**config.mk**
```make
export PLATFORM = sky130hd
export DESIGN_NAME = interface_hcsr04_n
export DESIGN_NICKNAME = d
export VERILOG_FILES = /design/src/rtl/interface_hcsr04_n_pkg.sv /design/src/rtl/interface_hcsr04_n_contador_bcd_n.sv /design/src/rtl/interface_hcsr04_n.sv
export SDC_FILE = /design/constraint.sdc
export NUM_CORES = 1
export LEC_CHECK = 0
export ABC_AREA = 1
export ABC_CLOCK_PERIOD_IN_PS = 2000
export CAP_MARGIN = 20
export CORE_UTILIZATION = 35
export CTS_CLUSTER_DIAMETER = 30
export DETAILED_ROUTE_END_ITERATION = 12
export PLACE_DENSITY_LB_ADDON = 0.25
export SYNTH_ARGS = -nofsm -noshare
export SYNTH_HDL_FRONTEND = slang
export SYNTH_SLANG_ARGS = --single-unit
```
**constraint.sdc**
```tcl
create_clock -name clock -period 2 [get_ports clock]
set_input_delay 0.6 -clock clock [delete_from_list [all_inputs] [get_ports clock]]
set_output_delay 0.6 -clock clock [all_outputs]
set_load 0.01 [all_outputs]
```
**src/rtl/interface_hcsr04_n_pkg.sv**
```systemverilog
// Shared definitions for the HC-SR04 interface: FSM state codes and
// parameter-sizing helpers.
package interface_hcsr04_n_pkg;

  typedef enum logic [3:0] {
    ST_INICIAL  = 4'd0,
    ST_PREPARA  = 4'd1,
    ST_ENVIA    = 4'd2,
    ST_ESPERA   = 4'd3,
    ST_MEDINDO  = 4'd4,
    ST_ARMAZENA = 4'd5,
    ST_FINAL    = 4'd6,
    ST_ERRO     = 4'd7
  } estado_t;

  function automatic int unsigned max3(input int unsigned a,
                                       input int unsigned b,
                                       input int unsigned c);
    int unsigned m;
    m = a;
    if (b > m) m = b;
    if (c > m) m = c;
    return m;
  endfunction

endpackage

```
**src/rtl/interface_hcsr04_n_contador_bcd_n.sv**
```systemverilog
// DIGITS-digit BCD up-counter for the centimetre count. Holds at LIMIT and
// also exposes the saturated "count + 1" value used for rounding.
module contador_bcd_n
  import interface_hcsr04_n_pkg::*;
#(
  parameter int unsigned DIGITS = 3,
  parameter int unsigned LIMIT  = 400
) (
  input  logic                  clk,
  input  logic                  rst_n,
  input  logic                  i_clr,
  input  logic                  i_inc,
  output logic [4*DIGITS-1:0]   o_count,
  output logic [4*DIGITS-1:0]   o_next,
  output logic                  o_sat
);

  function automatic logic [4*DIGITS-1:0] to_bcd(input int unsigned v);
    logic [4*DIGITS-1:0] r;
    int unsigned t;
    r = '0;
    t = v;
    for (int i = 0; i < int'(DIGITS); i++) begin
      r[4*i +: 4] = 4'(t % 32'd10);
      t = t / 32'd10;
    end
    return r;
  endfunction

  function automatic logic [4*DIGITS-1:0] bcd_inc(input logic [4*DIGITS-1:0] v);
    logic [4*DIGITS-1:0] r;
    logic c;
    r = v;
    c = 1'b1;
    for (int i = 0; i < int'(DIGITS); i++) begin
      if (c) begin
        if (r[4*i +: 4] == 4'd9) begin
          r[4*i +: 4] = 4'd0;
        end else begin
          r[4*i +: 4] = r[4*i +: 4] + 4'd1;
          c = 1'b0;
        end
      end
    end
    return r;
  endfunction

  localparam logic [4*DIGITS-1:0] LIMIT_BCD = to_bcd(LIMIT);

  logic [4*DIGITS-1:0] r_count;
  logic                w_sat;

  assign w_sat   = (r_count == LIMIT_BCD);
  assign o_sat   = w_sat;
  assign o_count = r_count;
  assign o_next  = w_sat ? r_count : bcd_inc(r_count);

  // Count register: clear wins over increment; never steps past LIMIT.
  always_ff @(posedge clk) begin
    if (!rst_n) begin
      r_count <= '0;
    end else if (i_clr) begin
      r_count <= '0;
    end else if (i_inc && !w_sat) begin
      r_count <= bcd_inc(r_count);
    end else begin
      r_count <= r_count;
    end
  end

endmodule

```
**src/rtl/interface_hcsr04_n.sv**
```systemverilog
// HC-SR04 interface: issues the trigger pulse, times the synchronised echo
// and reports the distance in BCD centimetres with timeout/overflow errors.
module interface_hcsr04_n
  import interface_hcsr04_n_pkg::*;
#(
  parameter int unsigned DIGITS      = 3,
  parameter int unsigned TRIG_CYCLES = 500,
  parameter int unsigned CM_CYCLES   = 2941,
  parameter int unsigned ROUND_MODE  = 1,
  parameter int unsigned ECHO_WAIT   = 1_000_000,
  parameter int unsigned MAX_CM      = 400
) (
  input  logic                clock,
  input  logic                reset,
  input  logic                medir,
  input  logic                echo,
  output logic                trigger,
  output logic [4*DIGITS-1:0] medida,
  output logic                pronto,
  output logic                erro,
  output logic [3:0]          db_estado
);

  localparam int unsigned CNT_MAX = max3(CM_CYCLES, TRIG_CYCLES, ECHO_WAIT);
  localparam int          CNT_W   = $clog2(CNT_MAX + 32'd1);
  localparam logic [CNT_W-1:0] TRIG_LAST = CNT_W'(TRIG_CYCLES - 32'd1);
  localparam logic [CNT_W-1:0] ECHO_LAST = CNT_W'(ECHO_WAIT - 32'd1);
  localparam logic [CNT_W-1:0] CM_LAST   = CNT_W'(CM_CYCLES - 32'd1);
  localparam logic [CNT_W-1:0] CM_HALF   = CNT_W'(CM_CYCLES / 32'd2);
  localparam logic [CNT_W-1:0] CNT_ONE   = CNT_W'(32'd1);
  localparam bit WAIT_EN  = (ECHO_WAIT != 32'd0);
  localparam bit ROUND_EN = (ROUND_MODE != 32'd0);

  estado_t             r_state;
  estado_t             w_next;
  logic                r_echo_m;
  logic                r_echo_s;
  logic [CNT_W-1:0]    r_cnt;
  logic [CNT_W-1:0]    w_cnt_next;
  logic                w_cm_clr;
  logic                w_cm_inc;
  logic                w_load;
  logic [4*DIGITS-1:0] w_cm_count;
  logic [4*DIGITS-1:0] w_cm_next;
  logic                w_cm_sat;
  logic [4*DIGITS-1:0] w_medida_next;
  logic                r_trigger;
  logic                r_pronto;
  logic                r_erro;
  logic [4*DIGITS-1:0] r_medida;

  contador_bcd_n #(
    .DIGITS (DIGITS),
    .LIMIT  (MAX_CM)
  ) u_cm (
    .clk     (clock),
    .rst_n   (reset),
    .i_clr   (w_cm_clr),
    .i_inc   (w_cm_inc),
    .o_count (w_cm_count),
    .o_next  (w_cm_next),
    .o_sat   (w_cm_sat)
  );

  // r_cnt holds the sub-centimetre remainder on MEDINDO exit, so it drives rounding.
  assign w_medida_next = (ROUND_EN && (r_cnt >= CM_HALF)) ? w_cm_next : w_cm_count;

  // State register.
  always_ff @(posedge clock) begin
    if (!reset) begin
      r_state <= ST_INICIAL;
    end else begin
      r_state <= w_next;
    end
  end

  // Next-state, cycle-counter and cm-counter control.
  always_comb begin
    w_next     = r_state;
    w_cnt_next = r_cnt;
    w_cm_clr   = 1'b0;
    w_cm_inc   = 1'b0;
    w_load     = 1'b0;
    case (r_state)
      ST_INICIAL: begin
        if (medir) w_next = ST_PREPARA;
        else       w_next = ST_INICIAL;
      end
      ST_PREPARA: begin
        w_cnt_next = '0;
        w_cm_clr   = 1'b1;
        w_next     = ST_ENVIA;
      end
      ST_ENVIA: begin
        if (r_cnt == TRIG_LAST) begin
          w_cnt_next = '0;
          w_next     = ST_ESPERA;
        end else begin
          w_cnt_next = r_cnt + CNT_ONE;
        end
      end
      ST_ESPERA: begin
        // The cycle that sees echo_s rise is the first counted echo cycle.
        if (r_echo_s) begin
          w_cnt_next = CNT_ONE;
          w_next     = ST_MEDINDO;
        end else if (WAIT_EN && (r_cnt == ECHO_LAST)) begin
          w_next = ST_ERRO;
        end else if (WAIT_EN) begin
          w_cnt_next = r_cnt + CNT_ONE;
        end else begin
          w_cnt_next = r_cnt;
        end
      end
      ST_MEDINDO: begin
        if (!r_echo_s) begin
          w_next = ST_ARMAZENA;
        end else if (r_cnt == CM_LAST) begin
          if (w_cm_sat) begin
            w_next = ST_ERRO;
          end else begin
            w_cnt_next = '0;
            w_cm_inc   = 1'b1;
          end
        end else begin
          w_cnt_next = r_cnt + CNT_ONE;
        end
      end
      ST_ARMAZENA: begin
        w_load = 1'b1;
        w_next = ST_FINAL;
      end
      ST_FINAL: w_next = ST_INICIAL;
      ST_ERRO:  w_next = ST_INICIAL;
      default:  w_next = ST_INICIAL;
    endcase
  end

  // Echo synchroniser and cycle counter.
  always_ff @(posedge clock) begin
    if (!reset) begin
      r_echo_m <= 1'b0;
      r_echo_s <= 1'b0;
      r_cnt    <= '0;
    end else begin
      r_echo_m <= echo;
      r_echo_s <= r_echo_m;
      r_cnt    <= w_cnt_next;
    end
  end

  // Registered outputs, decoded from the state being entered.
  always_ff @(posedge clock) begin
    if (!reset) begin
      r_trigger <= 1'b0;
      r_pronto  <= 1'b0;
      r_erro    <= 1'b0;
      r_medida  <= '0;
    end else begin
      r_trigger <= (w_next == ST_ENVIA);
      r_pronto  <= (w_next == ST_FINAL) || (w_next == ST_ERRO);
      if (w_next == ST_ERRO) begin
        r_erro <= 1'b1;
      end else if (w_next == ST_PREPARA) begin
        r_erro <= 1'b0;
      end else begin
        r_erro <= r_erro;
      end
      if (w_load) begin
        r_medida <= w_medida_next;
      end else begin
        r_medida <= r_medida;
      end
    end
  end

  assign trigger   = r_trigger;
  assign pronto    = r_pronto;
  assign erro      = r_erro;
  assign medida    = r_medida;
  assign db_estado = r_state;

endmodule

```
==> flow_metrics.tcl <==
set metrics [dict create \
    status "finished, final reports clean" \
    io_pins 23 \
    syn_area_per_cell_um2 6.03 \
    ys_types 35 \
    crit_buf_inv 1 \
    die_h_um 105 \
    num_vias 4150 \
    critPathCaptureType "primary output" \
    skew_ps 19.2 \
    drtIter0Drc 246 \
    final_hold_viol_count 0 \
    synthTopCellsByArea "dfxtp_1, nand2_1, nand3_1" \
    grt_pass1_wl_mm 18.6 \
    syn_inst 610 \
    final_util 0.438 \
    cts_buffers 5 \
    clkLatencyLatePin_ps 340 \
    h-tree-depth 2 \
    grt_pass1_vias 3827 \
    grt_usage 0.212 \
    dp_slack_ps 7.77 \
    rsz0062_at_grt "no" \
    synth_edf_count 0 \
    crit_path_max_fanout 5 \
    start_util 0.358 \
    ys_seq_elements 53 \
    firstDrtPassIters 5 \
    yosys-top-cells-count "nand2_1, nand3_1, inv_1, nor2_1, dfxtp_1" \
    gp_congestion 0.963 \
    antenna_found_initial 0 \
    cts_tree "done" \
    async_reset_ff_frac 0 \
    setup-violations-final 0 \
    grt-ovfl-total 0 \
    fillCellCount 1144 \
    finalCriticalPeriod_ps 1910 \
    cts.sinks 53 \
    wl_per_cell_um 14.2 \
    grt_max_degree 26 \
    hpwl_mm 8.41 \
    critPathTopFamily "buffers and inverters" \
    required_ps 1400 \
    area_delta_synth_final_pct 22.3 \
    synth_top_area_cell "dfxtp_1" \
    critPathArrivalTime_ps 1310 \
    setup_ws_ps 88.6 \
    die_x_um 105 \
    cap_viol_max_count 0 \
    min_path_type "flip-flop to flip-flop" \
    coreArea_mm2 0.0103 \
    synth_top_area_frac 0.289 \
    avgViaCountPerCell 5.20 \
    worstSetupPathType "flip-flop to primary output" \
    max_freq_ghz 0.523 \
    post-route-drc-count 0 \
    cp-start-kind "flip-flop" \
    cellPowerDensity_mw_per_mm2 416 \
    yosysMostFrequentCell "nand2_1" \
    port_buffers 22 \
    slowest_delay_ps 570 \
    clockRootBuffer "clkbuf_8" \
    tns_ps 0 \
    diodes 0 \
    post-route-period-util 0.956 \
    synth-main-ff-cell "dfxtp_1" \
    irDropWorstVdd_mv 0.248 \
    die_area_mm2 0.0109 \
    routed_wl_mm 11.3 \
    rows 37 \
    cts_buffer_depth 2 \
    ys_seq_area_frac 0.289 \
    drive_gt1_frac 0.136 \
    ys_warn_count 0 \
    maxSlewViolCount 0 \
    synth_nets 617 \
    leakage_uw 0.00190 \
    worstPathCellList "clkdlybuf4s50_1" \
    ant_nets 0 \
    critPathSlowestCell "clkdlybuf4s50_1" \
    syn-cell-area_mm2 0.00368 \
    num-nets-final 668 \
    path_clk_slew_ps 100 \
]
## per-stage QoR
| stage | hold WS (ps) | instance area, µm² | power [µW] | cells |
|---|---|---|---|---|
| finish | 426 | 4500 | 1870 | 798 |
| detailed placement | 403 | 4290 | 1180 | 786 |
| global placement | 398 | 4290 | 1180 | 786 |
| floorplan | 390 | 3680 | 1140 | 610 |
| global route | 445 | 4500 | 1940 | 798 |
| CTS | 428 | 4380 | 1870 | 794 |
## state kept, by name, indices dropped and copies added (netlist names)
register	count
u_cm.o_count	12
r_cnt	20
erro	1
r_echo_s	1
medida	12
db_estado	4
r_echo_m	1
pronto	1
trigger	1
## per-layer routing
metal / vias to the layer above / wire length [µm] / global-route usage
li1: 2094 / - / -
met4: 0 / 223 / 0.0694
met1: 1926 / 5220 / 0.278
met5: - / 0 / 0
met2: 113 / 5350 / 0.356
met3: 17 / 549 / 0.0282
## final timing paths
check,slack (ps),cells after the start,endpoint,from
setup reg to reg,100,10,r_cnt[3]$_SDFFE_PN0P_,r_cnt[13]$_SDFFE_PN0P_
hold / removal,430,2,r_echo_s$_SDFF_PN0_,r_echo_m$_SDFF_PN0_
hold reg to reg,430,2,r_echo_s$_SDFF_PN0_,r_echo_m$_SDFF_PN0_
setup / recovery,90,1,db_estado[1],db_estado[1]$_SDFF_PN0_
## cell type report
cell class | instances | area, µm² | area share
multi-input combinational | 462 | 2270 | 0.506
sequential | 53 | 1070 | 0.237
timing repair buffer | 60 | 592 | 0.132
inverter | 79 | 297 | 0.0659
tap | 136 | 170 | 0.0378
clock buffer | 5 | 68.8 | 0.0153
clock inverter | 3 | 28.8 | 0.00640
## layout by cell type (no fill, tap or decap), types with 21 or more instances in the layout
cell / count
nand3_1: 77
buf_4: 31
dfxtp_1: 48
clkdlybuf4s50_1: 21
o21ai_0: 30
inv_1: 71
nand4_1: 23
nor2_1: 62
nand2_1: 157
a21oi_1: 32
## logic make-up after synthesis
family	share of synthesized area
flops	0.289
xor+xnor	0.0143
fa+ha+maj	0.0102
compound gates	0.109
other cells	0.00102
simple gates	0.472
buf+inv	0.106
## timing repair
item                       4_1_cts  5_1_grt
setup endpoints to repair        3       26
hold buffers                     0        0
setup buffers                    0        3
resized for setup                1       17
cloned                           0        1
pin swaps                        0        3
## power breakdown
group	internal [µW]	switching (µW)
Combinational	44.2	67.6
Clock	264	435
Sequential	1060	3.49
Total	1370	506
No activity file was read; power rests on OpenSTA's default activity.
